`src/rtl/mips_pkg.sv`:
```
// rtl/mips_pkg.sv - shared widths, depth and entry type for the writeback path
package mips_pkg;

    localparam int REG_W      = 5;
    localparam int DATA_W     = 32;
    localparam int FIFO_DEPTH = 2;
    localparam int CNT_W      = $clog2(FIFO_DEPTH + 1);
    localparam int PTR_W      = $clog2(FIFO_DEPTH);

    localparam logic [REG_W-1:0] ZERO_REG = '0;

    typedef struct packed {
        logic [REG_W-1:0]  rd;
        logic [DATA_W-1:0] data;
    } wb_entry_t;

endpackage

```
`src/rtl/wb_fifo.sv`:
```
// rtl/wb_fifo.sv - 2-entry writeback queue exposing head and tail for forwarding
module wb_fifo
    import mips_pkg::*;
(
    input  logic             clk,
    input  logic             rst,
    input  logic             push,
    input  wb_entry_t        push_entry,
    input  logic             pop,
    output logic [CNT_W-1:0] count,
    output wb_entry_t        head,
    output wb_entry_t        tail
);

    wb_entry_t        mem [FIFO_DEPTH];
    logic [PTR_W-1:0] rd_ptr;
    logic [PTR_W-1:0] wr_ptr;

    always_ff @(posedge clk) begin
        if (rst) begin
            count  <= '0;
            rd_ptr <= '0;
            wr_ptr <= '0;
            for (int i = 0; i < FIFO_DEPTH; i++) begin
                mem[i] <= '0;
            end
        end else begin
            if (push) begin
                mem[wr_ptr] <= push_entry;
                wr_ptr      <= wr_ptr + PTR_W'(1);
            end
            if (pop) begin
                rd_ptr <= rd_ptr + PTR_W'(1);
            end
            case ({push, pop})
                2'b10:   count <= count + CNT_W'(1);
                2'b01:   count <= count - CNT_W'(1);
                default: count <= count;
            endcase
        end
    end

    // Tail is the most recently written slot; equals head when one entry is queued.
    assign head = mem[rd_ptr];
    assign tail = mem[wr_ptr - PTR_W'(1)];

endmodule

```
`src/rtl/writeback_unit.sv`:
```
// rtl/writeback_unit.sv - writeback stage: queues results, drains to RF; forwarding under WB_FORWARD_EN
module writeback_unit
    import mips_pkg::*;
(
    input  logic              clk,
    input  logic              rst,
    input  logic              in_valid,
    output logic              in_ready,
    input  logic [REG_W-1:0]  in_rd,
    input  logic              in_reg_write,
    input  logic              in_mem_to_reg,
    input  logic [DATA_W-1:0] in_alu_result,
    input  logic [DATA_W-1:0] in_mem_data,
    input  logic              rf_busy,
    output logic              rf_write_en,
    output logic [REG_W-1:0]  rf_write_addr,
    output logic [DATA_W-1:0] rf_write_data,
    input  logic [REG_W-1:0]  fwd_addr1,
    input  logic [REG_W-1:0]  fwd_addr2,
    output logic              fwd_hit1,
    output logic              fwd_hit2,
    output logic [DATA_W-1:0] fwd_data1,
    output logic [DATA_W-1:0] fwd_data2,
    output logic [1:0]        pending_count
);

    logic [CNT_W-1:0] count;
    wb_entry_t        head;
    wb_entry_t        tail;
    wb_entry_t        push_entry;
    logic             accept;
    logic             push;
    logic             drain;

    assign in_ready = !rst && (count < CNT_W'(FIFO_DEPTH));
    assign accept   = in_valid && in_ready;
    // Results that never reach the register file still consume the handshake.
    assign push     = accept && in_reg_write && (in_rd != ZERO_REG);
    assign drain    = (count != '0) && !rf_busy;

    assign push_entry.rd   = in_rd;
    assign push_entry.data = in_mem_to_reg ? in_mem_data : in_alu_result;

    wb_fifo u_fifo (
        .clk        (clk),
        .rst        (rst),
        .push       (push),
        .push_entry (push_entry),
        .pop        (drain),
        .count      (count),
        .head       (head),
        .tail       (tail)
    );

    assign pending_count = 2'(count);

    always_ff @(posedge clk) begin
        if (rst) begin
            rf_write_en   <= 1'b0;
            rf_write_addr <= '0;
            rf_write_data <= '0;
        end else begin
            rf_write_en <= drain;
            if (drain) begin
                rf_write_addr <= head.rd;
                rf_write_data <= head.data;
            end
        end
    end

`ifdef WB_FORWARD_EN
    // Newest value wins: tail, then the older head, then the write already on the RF port.
    function automatic logic [DATA_W:0] fwd_lookup(input logic [REG_W-1:0] addr);
        logic [DATA_W:0] r;
        r = '0;
        if (addr != ZERO_REG) begin
            if ((count != '0) && (tail.rd == addr)) begin
                r = {1'b1, tail.data};
            end else if ((count == CNT_W'(FIFO_DEPTH)) && (head.rd == addr)) begin
                r = {1'b1, head.data};
            end else if (rf_write_en && (rf_write_addr == addr)) begin
                r = {1'b1, rf_write_data};
            end
        end
        return r;
    endfunction

    assign {fwd_hit1, fwd_data1} = fwd_lookup(fwd_addr1);
    assign {fwd_hit2, fwd_data2} = fwd_lookup(fwd_addr2);
`else
    logic unused_fwd;
    assign unused_fwd = ^{fwd_addr1, fwd_addr2, tail};
    assign fwd_hit1   = 1'b0;
    assign fwd_hit2   = 1'b0;
    assign fwd_data1  = '0;
    assign fwd_data2  = '0;
`endif

endmodule
```
`config.mk`:
```
export PLATFORM = sky130hd
export DESIGN_NAME = writeback_unit
export DESIGN_NICKNAME = d
export VERILOG_FILES = /design/src/rtl/mips_pkg.sv /design/src/rtl/wb_fifo.sv /design/src/rtl/writeback_unit.sv
export SDC_FILE = /design/constraint.sdc
export NUM_CORES = 1
export LEC_CHECK = 0
export ABC_AREA = 1
export CORE_ASPECT_RATIO = 1.4
export CORE_MARGIN = 2
export CORE_UTILIZATION = 40
export DETAILED_ROUTE_END_ITERATION = 7
export PLACE_DENSITY = 0.82
export SETUP_SLACK_MARGIN = 0.5
export SLEW_MARGIN = 40
export SYNTH_ARGS = -nofsm -noshare
export SYNTH_HDL_FRONTEND = slang
export SYNTH_HIERARCHICAL = 1
export SYNTH_SLANG_ARGS = --single-unit
```
`constraint.sdc`:
```
create_clock -name clk -period 3.1 [get_ports clk]
set_clock_uncertainty 0.2 [all_clocks]
set_input_delay 0.775 -clock clk [delete_from_list [all_inputs] [get_ports clk]]
set_output_delay 0.775 -clock clk [all_outputs]
set_load 0.02 [all_outputs]
```
# Word level (Yosys, flattened, before mapping)
# Memory sizes are Yosys's and may differ from the RTL's. A register that Yosys moved wholly into a read port is not among the register bits.
# Index checks and enable logic that the tools add are counted.
# word_totals
input_bits,85
mem_bits_rw,74
out_inout_bits,107
n_memories,1
regBits,5
elab_cells,33
# memory_table
name,depth,word_bits,rd,rd_clocked_by_memory_dff,wr,line_no,text
u_fifo.mem,2,37,1,1,2,wb_fifo.sv:15,wb_entry_t mem [FIFO_DEPTH];
# op_classes
n_addsub,4
reduce_logical,11
muxes,10
eq_ne,2
magnitude_cmp,1
# op_table
operator,count
$mux 37,1
$reduce_or 37->1,1
$mux 32,1
$mux 1,7
$logic_and 1x1->1,5
$reduce_bool 5->1,1
$pmux 2 s2,1
$reduce_bool 2->1,2
$add 1x1->1 const B,2
$add 2x1->2 const B,1
$eq 2x1->1 const B,1
$eq 2x2->1 const B,1
$logic_not 1->1,2
$lt 2x2->1 const B,1
$sub 2x1->2 const B,1

# Longest topological paths before layout
# Gate-level depths: netlist of run 1.
# logic_depth
word_depth,10
mapped_depth,13
mapped_depth_nobuf,12

# By module
# Netlist of run 1, hierarchy kept.
# modules_own_cells
module,cells_per_inst,instances,area_each_um2,seq_area_each_um2
wb_fifo,426,1,3787.4,2322.2
writeback_unit,357,1,2660.1,760.7

# Worst setup path after synthesis of run 1
# No wires, ideal clock.
# synth_path
kind,input port to flip-flop
startpoint,input port rst
endpoint,"memory u_fifo/mem[1][0] (netlist name), enable pin"
slack_ns,-0.009
required_time_ns,2.505
arrival_ns,2.514
path_buffers,3
stages,10
setup_ns,0.395
cell_sequence,inv_1 buf_2 nand2_1 nor2_1 o21ai_0 inv_1 nand3_1 buf_4 buf_2 nand2_1
# synth_lines
item,line_no,text
"start, declared",writeback_unit.sv:6,"input logic rst,"
"end, declared",wb_fifo.sv:15,

# Worst setup path in the final report of run 1
# layout_path
startpoint,input port rst
endpoint,output port in_ready
# layout_via
elab_chain_cells,2
# layout_rtl
item,line_no,text
$logic_not 1->1,writeback_unit.sv:35,assign in_ready = !rst && (count < CNT_W'(FIFO_DEPTH));
$logic_and 1x1->1,writeback_unit.sv:35,
"end, declared",writeback_unit.sv:8,"output logic in_ready,"
# Every way passes these cells.

==> results of run 1 <==
[routing by layer]
layer | vias up | routed length, um | part of all wire [%]
li1 | 2249 | - | -
met1 | 1925 | 4530 | 38
met2 | 161 | 6230 | 53
met3 | 25 | 793 | 6.7
met4 | 2 | 251 | 2.1
met5 | - | 11 | 0.093
[final timing paths]
kind                         start          endpoint  slack, ns  cells after the start
setup reg to reg   u_fifo/count[1]  u_fifo/mem[1][2]       1.16                      8
hold reg to reg   rf_write_addr[4]  rf_write_addr[4]       0.28                      2
hold / removal    rf_write_addr[4]  rf_write_addr[4]       0.28                      2
setup / recovery               rst          in_ready       0.57                      5
[registers in the layout (all words and copies together) (netlist names), named ones only]
signal / flops
u_fifo/mem: 74
u_fifo/count: 2
u_fifo/rd_ptr: 1
rf_write_en: 1
rf_write_data: 32
rf_write_addr: 5
u_fifo/wr_ptr: 1
[worst reg2reg max path, stage by stage, from the launching register on]
cell and delay [ns]:
sky130_fd_sc_hd__dfxtp_1 0.36, sky130_fd_sc_hd__inv_1 0.12, sky130_fd_sc_hd__nand2_2 0.06, sky130_fd_sc_hd__nor2_1 0.14, sky130_fd_sc_hd__o21ai_0 0.11, sky130_fd_sc_hd__inv_1 0.11
sky130_fd_sc_hd__nand3_1 0.17, sky130_fd_sc_hd__nand2_4 0.12, sky130_fd_sc_hd__buf_4 0.24
[layout make-up]
cell class / count / area share [%]
Clock inverter: 7 / 0.615
Multi-Input combinational cell: 426 / 26.6
Sequential cell: 117 / 39.9
Tap cell: 192 / 3.11
Timing Repair Buffer: 129 / 16.4
Clock buffer: 25 / 7.38
Inverter: 123 / 5.97
[stage by stage]
stage               utilization [%]  setup WS [ns]  cell area, um2
finish                         51.6          0.565            7730
global placement               47.5          0.154            7110
floorplan                         -          0.547            6350
global route                   51.6          0.511            7730
CTS                            51.6          0.545            7730
detailed placement             47.5          0.145            7110
[power by group]
group / switching, W / internal (W)
clock network: 0.000674 / 0.00128
registers: 0.0000594 / 0.00176
logic: 0.000455 / 0.000334
[timing repair]
item / in CTS / in global routing
hold buffers: 0 / 0
endpoints found under the setup margin: 1 / 1
hold endpoints to repair: 0 / 0
pin swaps: 0 / 0
gates resized for setup: 4 / 2
setup buffers: 0 / 0
==> impl_summary.log, run 1 <==
[metrics] status: complete, no violations
[metrics] total of buffers placed on input and output ports: between 100 and 150
[metrics] clock sinks: approximately 120
[metrics] FF+latch area: ~3100 um2
[metrics] number of fill cells in the layout: around 1400
[metrics] global-route congestion overflow total: 0
[metrics] Global Route Usage Sum: roughly 15%
[metrics] non-filler instance count after layout: about 1000
[metrics] endpoint required time on the critical path: 2.12 ns
[metrics] area growth from synthesis to final layout: 26.8%
[metrics] Critical Path Sink Type: primary output
[metrics] H-tree Lvls: 4
[metrics] maximum number of pins on one net before global-route repair: 49
[metrics] most common cell after layout, fill and taps aside: sky130_fd_sc_hd__nor2_1
[metrics] wire length of the first global-routing pass: around 19000 um
[metrics] TritonCTS Buffers: 17
[metrics] number of buffers and inverters on the critical path: 4
[metrics] detailed placer's ending HPWL: ~8500 um
[metrics] count of pins over their slew limit: 0
[metrics] Final setup violation count: 0
[metrics] met3 track demand over resource in global routing: roughly 4.0%
[metrics] path category of the worst min-delay check: reg -> reg
[metrics] series of cell instances along the critical path: clkdlybuf4s50_1 > inv_2 > nand2_2 > inv_1 > buf_2
[metrics] mapped cell area: ~6100 um2
[metrics] slew at the pin with the worst max-slew slack: slightly above 0.7 ns
[metrics] Power Density: a little under 600 nW/um2
[metrics] Power, Total: 0.00456 W
[metrics] area of the core: between 10000 and 15000 um2
[metrics] number of top-level design ports: roughly 190
[metrics] count of vias placed by the detailed router: 4362
[metrics] Clk pin slew, worst setup/hold paths: about 0.05 ns
[metrics] largest buffer count on any clock path: 2
[metrics] Slew HR: a little over half
[metrics] starting DRC count in detailed routing: 228
[metrics] clock network latency to the later pin of the worst-skew pair: 0.41 ns
[metrics] Worst VDD drop: ~0.43 mV
[metrics] number of cells produced by synthesis: between 700 and 800
[metrics] most frequent cells in the layout: 161 x sky130_fd_sc_hd__nor2_1, 119 x sky130_fd_sc_hd__inv_1, 113 x sky130_fd_sc_hd__clkdlybuf4s50_1
[metrics] GR Util met1: between 15 and 20%
[metrics] antenna violations before repair: 1
[metrics] CP max FO: 2
[metrics] Cell Rows: 53
[metrics] Initial Utilization: a little over 40%
[metrics] y dimension of the die: 150 um
[metrics] antenna diode instance count: 0
[metrics] TritonCTS clock tree: done
[metrics] CTS Root Buffer Type: sky130_fd_sc_hd__clkbuf_16
[metrics] routed length per placed instance: about 12 um
[metrics] max capacitance violation total: 0
[metrics] element type at the critical path start: input port
[metrics] via count of the first global-routing pass: around 4000
[metrics] post-route minimum period: between 2 and 3 ns
[metrics] horizontal die dimension: 108 um
[metrics] unrepaired setup endpoints after global routing: false
[metrics] area of the multi-input gates: 2050 um2
[metrics] wire length reported by the detailed router: between 10000 and 15000 um
[metrics] net count reported at finish: 900
[metrics] post-route DRC violation count: 0
[metrics] Worst Path Arrival: around 1.6 ns
[metrics] share of layout cells above drive strength 1: about 12%
[metrics] ANT nets after route: 0
[metrics] final weighted congestion of routability-driven global placement: 0.809
[metrics] total negative setup slack: 0 ns
[metrics] met2 track utilization from global routing: a little over a quarter
[metrics] Leakage Power: about 3.4 nW
[metrics] drt first pass iters: 4
[metrics] CP max stage delay: 0.50 ns
[metrics] Die Outline Area: 16300 um2
[metrics] gr busiest metal: met2
[metrics] placed instance count: between 900 and 1000
[metrics] worst hold slack across all endpoints: approximately 0.28 ns
[metrics] start-to-end type of the worst setup path: in -> out
[metrics] number of synthesis warnings: 6
[metrics] Hold Violations, Final: 0
[metrics] cell type group with the largest total delay on the critical path: buffers and inverters
[metrics] Achievable Freq: about 390 MHz
[metrics] final worst-path cycle share: 81.8%
[metrics] drt via density: 4.28
[metrics] Avg Inst Size Synth: approximately 8.7 um2
[metrics] slowest CP cell: sky130_fd_sc_hd__clkdlybuf4s50_1
(Power assumes the default switching activity.)
==> run 2, diff against run 1 <==
PLACE_DENSITY = 0.8   (was 0.82)
clock period = 2.4 ns   (was 3.1 ns; I/O delays follow)
==> run 2 against run 1 <==
  * Die area unchanged
  * Register-to-register slack got worse by 0.60 ns
  * Via count increased by 5.1%
  * Hold slack improved by 0.0016 ns
  * Worst setup slack got worse by 0.069 ns
  * Routed wire length increased by 14%
  * Total power increased by 29%
  * Flip-flop and latch count unchanged
  * Critical path type is now in -> reg
  * Highest routed layer unchanged
==> impl_summary.log, run 2 (same netlist as run 1, synthesis figures left out) <==
[metrics] status: complete, no violations
[metrics] total of buffers placed on input and output ports: 115 (unchanged)
[metrics] Cell Rows: 53 (unchanged)
[metrics] part of the total power dissipated in the clock network: 42.1% (-0.7 points)
[metrics] area of the core: 15000 um2 (unchanged)
[metrics] slowest CP cell: sky130_fd_sc_hd__dlygate4sd2_1
[metrics] part of the total power dissipated in sequential elements: 39.8% (about the same)
[metrics] share of layout cells above drive strength 1: 17.4% (+5.1 points)
[metrics] number of hold buffers added after CTS: 0 (unchanged)
[metrics] count of vias placed by the detailed router: 4583 (+5.1%)
[metrics] starting DRC count in detailed routing: 328 (+44%)
[metrics] Hold Violations, Final: 0 (unchanged)
[metrics] Net Sw Power: 0.00156 W (+31%)
[metrics] Worst R2R Path Depth: 9 (+1)
[metrics] Worst Min Path Start: rf_write_data[22]
[metrics] Leakage Power: 3.67 nW (+6.6%)
[metrics] global-route congestion overflow total: 0 (unchanged)
[metrics] switching share of power: 26.6% (+0.52 points)
[metrics] total negative setup slack: 0 ns (unchanged)
[metrics] most common cell after layout, fill and taps aside: sky130_fd_sc_hd__nor2_1
[metrics] post-route minimum period: 1.90 ns
[metrics] final weighted congestion of routability-driven global placement: 0.779 (-3.8%)
[metrics] unrepaired setup endpoints after global routing: true
[metrics] slack of the worst reg-to-reg path: 0.56 ns (-0.60 ns)
[metrics] max capacitance violation total: 0 (unchanged)
[metrics] clock sinks: 117 (unchanged)
[metrics] count of pins over their slew limit: 0 (unchanged)
[metrics] Final setup violation count: 0 (unchanged)
[metrics] wire length reported by the detailed router: 13500 um (+14%)
[metrics] wire length of the first global-routing pass: 21300 um (+14%)
[metrics] non-filler instance count after layout: 1040 (+2.1%)
[metrics] detailed placer's ending HPWL: 8440 um (-0.11%)
[metrics] internal power of the cells: 0.00432 W (+28%)
[metrics] registers with the most flip-flops: u_fifo/mem x74, rf_write_data x32, rf_write_addr x5
[metrics] DR top layer: met5
[metrics] Reg2Reg Capture Point: u_fifo/mem[1][35]
[metrics] number of top-level design ports: 192 (unchanged)
[metrics] start-to-end type of the worst setup path: in -> reg
[metrics] antenna violations before repair: 2 (+1)
[metrics] TritonCTS clock tree: done
[metrics] path category of the worst min-delay check: reg -> reg
[metrics] Die Outline Area: 16300 um2 (unchanged)
[metrics] number of fill cells in the layout: 1272 (-6.2%)
[metrics] combinational share of power: 18.1% (+0.8 points)
[metrics] Power Density: 726 nW/um2 (+23%)
[metrics] drt via density: 4.41 (+2.9%)
[metrics] TritonCTS Buffers: 17 (unchanged)
[metrics] endpoint required time on the critical path: 2.36 ns (+0.24 ns)
[metrics] Critical Path Sink Type: flop
[metrics] Hold Crit Depth: 2 (unchanged)
[metrics] sum of routed wire segments on met1: 4810 um (+6.0%)
[metrics] maximum number of pins on one net before global-route repair: 75 (+53%)
[metrics] CP max FO: 5 (+3)
[metrics] final worst-path cycle share: around 79%
[metrics] clock network latency to the later pin of the worst-skew pair: 0.41 ns (about the same)
[metrics] Worst VDD drop: 0.608 mV (+43%)
[metrics] detailed-routed wire length on met3: 916 um (+16%)
[metrics] R2R Path Start: u_fifo/count[1]
[metrics] Worst Path Arrival: 1.87 ns (+0.31 ns)
[metrics] register bank with the most flops: u_fifo/mem
[metrics] horizontal die dimension: 108 um (unchanged)
[metrics] series of cell instances along the critical path: dlygate4sd2_1 > nor2_2 > nand2_1 > o21ai_2 > inv_2 > nand3_4 > buf_12 > bufbuf_16 > nor2_1
[metrics] net count reported at finish: 920 (+2.2%)
[metrics] pre-CTS WS: -0.337 ns (-0.482 ns)
[metrics] Slew HR: 51.4% (-1.5 points)
[metrics] Initial Utilization: 40.7% (unchanged)
[metrics] Global Route Usage Sum: 17.2% (+2.3 points)
[metrics] H-tree Lvls: 4 (unchanged)
[metrics] routed length per placed instance: 13.0 um (+12%)
[metrics] placed instance count: 990 (+0.30%)
[metrics] via count of the first global-routing pass: 4352 (+7.7%)
[metrics] met2 routed WL: 7290 um (+17%)
[metrics] slew at the pin with the worst max-slew slack: 0.726 ns (+0.0229 ns)
[metrics] area growth from synthesis to final layout: 32.8%
[metrics] Clk pin slew, worst setup/hold paths: 0.05 ns (about the same)
[metrics] endpoint with the worst hold slack: rf_write_data[22]
[metrics] element type at the critical path start: input port
[metrics] drt first pass iters: 5 (+1)
[metrics] number of flip-flops in the largest register: 74 (unchanged)
[metrics] post-route worst setup slack: 0.496 ns (-0.0694 ns)
[metrics] Achievable Freq: between 500 and 600 MHz
[metrics] largest buffer count on any clock path: 2 (unchanged)
[metrics] ANT nets after route: 0 (unchanged)
[metrics] y dimension of the die: 150 um (unchanged)
[metrics] post-route DRC violation count: 0 (unchanged)
[metrics] CTS Root Buffer Type: sky130_fd_sc_hd__clkbuf_16
[metrics] CP max stage delay: 0.27 ns (-0.23 ns)
[metrics] most frequent cells in the layout: 159 x sky130_fd_sc_hd__nor2_1, 116 x sky130_fd_sc_hd__inv_1, 74 x sky130_fd_sc_hd__edfxtp_1
run 2: cell count changes in the layout (fill, tap and decap cells not counted), sizes merged, moves of 5 or more:
cell / previous run / this run
clkdlybuf4s15: 0 / 27
inv: 128 / 123
buf: 16 / 31
clkdlybuf4s50: 113 / 65
clkinv: 2 / 8
dlygate4sd2: 0 / 9
run 2: timing repair:
item | CTS | global route
pin swaps | 7 | 2
cloned | 7 | 0
setup buffers | 8 | 2
gates resized for setup | 85 | 48
setup endpoints to repair | 192 | 124
run 2: final cells by class:
type / count / area, um2 / share of cell area (%)
sequential: 117 / 3090 / 38.2
tap: 192 / 240 / 2.97
timing repair buffer: 145 / 1510 / 18.7
inverter: 123 / 474 / 5.86
clock buffer: 17 / 425 / 5.26
antenna: 1 / 2.50 / 0.0309
multi-input combinational: 430 / 2190 / 27.0
clock inverter: 15 / 164 / 2.03
run 2: layer usage:
metal	track usage [%]	up-vias
met3	4.22	32
met1	18.8	2048
met5	0	-
met4	8.78	2
li1	-	2307
met2	30.8	194
run 2: worst max-delay path by stage:
stage	startpoint	to	slack, ns	cells after the start
2_1_floorplan	rst	u_fifo/mem[1][0]	0.31	10
3_3_place_gp	rst	in_ready	-0.34	5
3_5_place_dp	rst	in_ready	-0.34	5
4_1_cts	rst	in_ready	0.27	5
5_1_grt	in_rd[2]	u_fifo/mem[1][19]	0.45	9
6_report	in_rd[2]	u_fifo/mem[1][22]	0.50	9
run 2: worst max-delay path, delay by kind of cell:
kind | cells | cell delay [ns]
buffers and inverters | 4 | 0.73
AND/OR/NAND/NOR | 4 | 0.38
AO/OA/AOI/OAI | 1 | 0.15
run 2: through the flow:
step	area (um2)	total power [W]	hold slack [ns]	utilization [%]
after floorplan	6430	0.00315	0.281	-
after global placement	7250	0.00344	0.264	48.4
after detailed placement	7250	0.00346	0.273	48.4
after CTS	8090	0.00590	0.280	54.0
after global routing	8090	0.00614	0.303	54.0
final	8090	0.00588	0.278	54.0
run 2: power groups by stage:
stage | Sequential (W) | Clock [W] | Combinational [W]
5_1_grt | 0.00236 | 0.00261 | 0.00118
4_1_cts | 0.00234 | 0.00251 | 0.00106
2_1_floorplan | 0.00246 | 0 | 0.000692
6_report | 0.00234 | 0.00247 | 0.00107
3_3_place_gp | 0.00238 | 0 | 0.00106
3_5_place_dp | 0.00238 | 0 | 0.00108
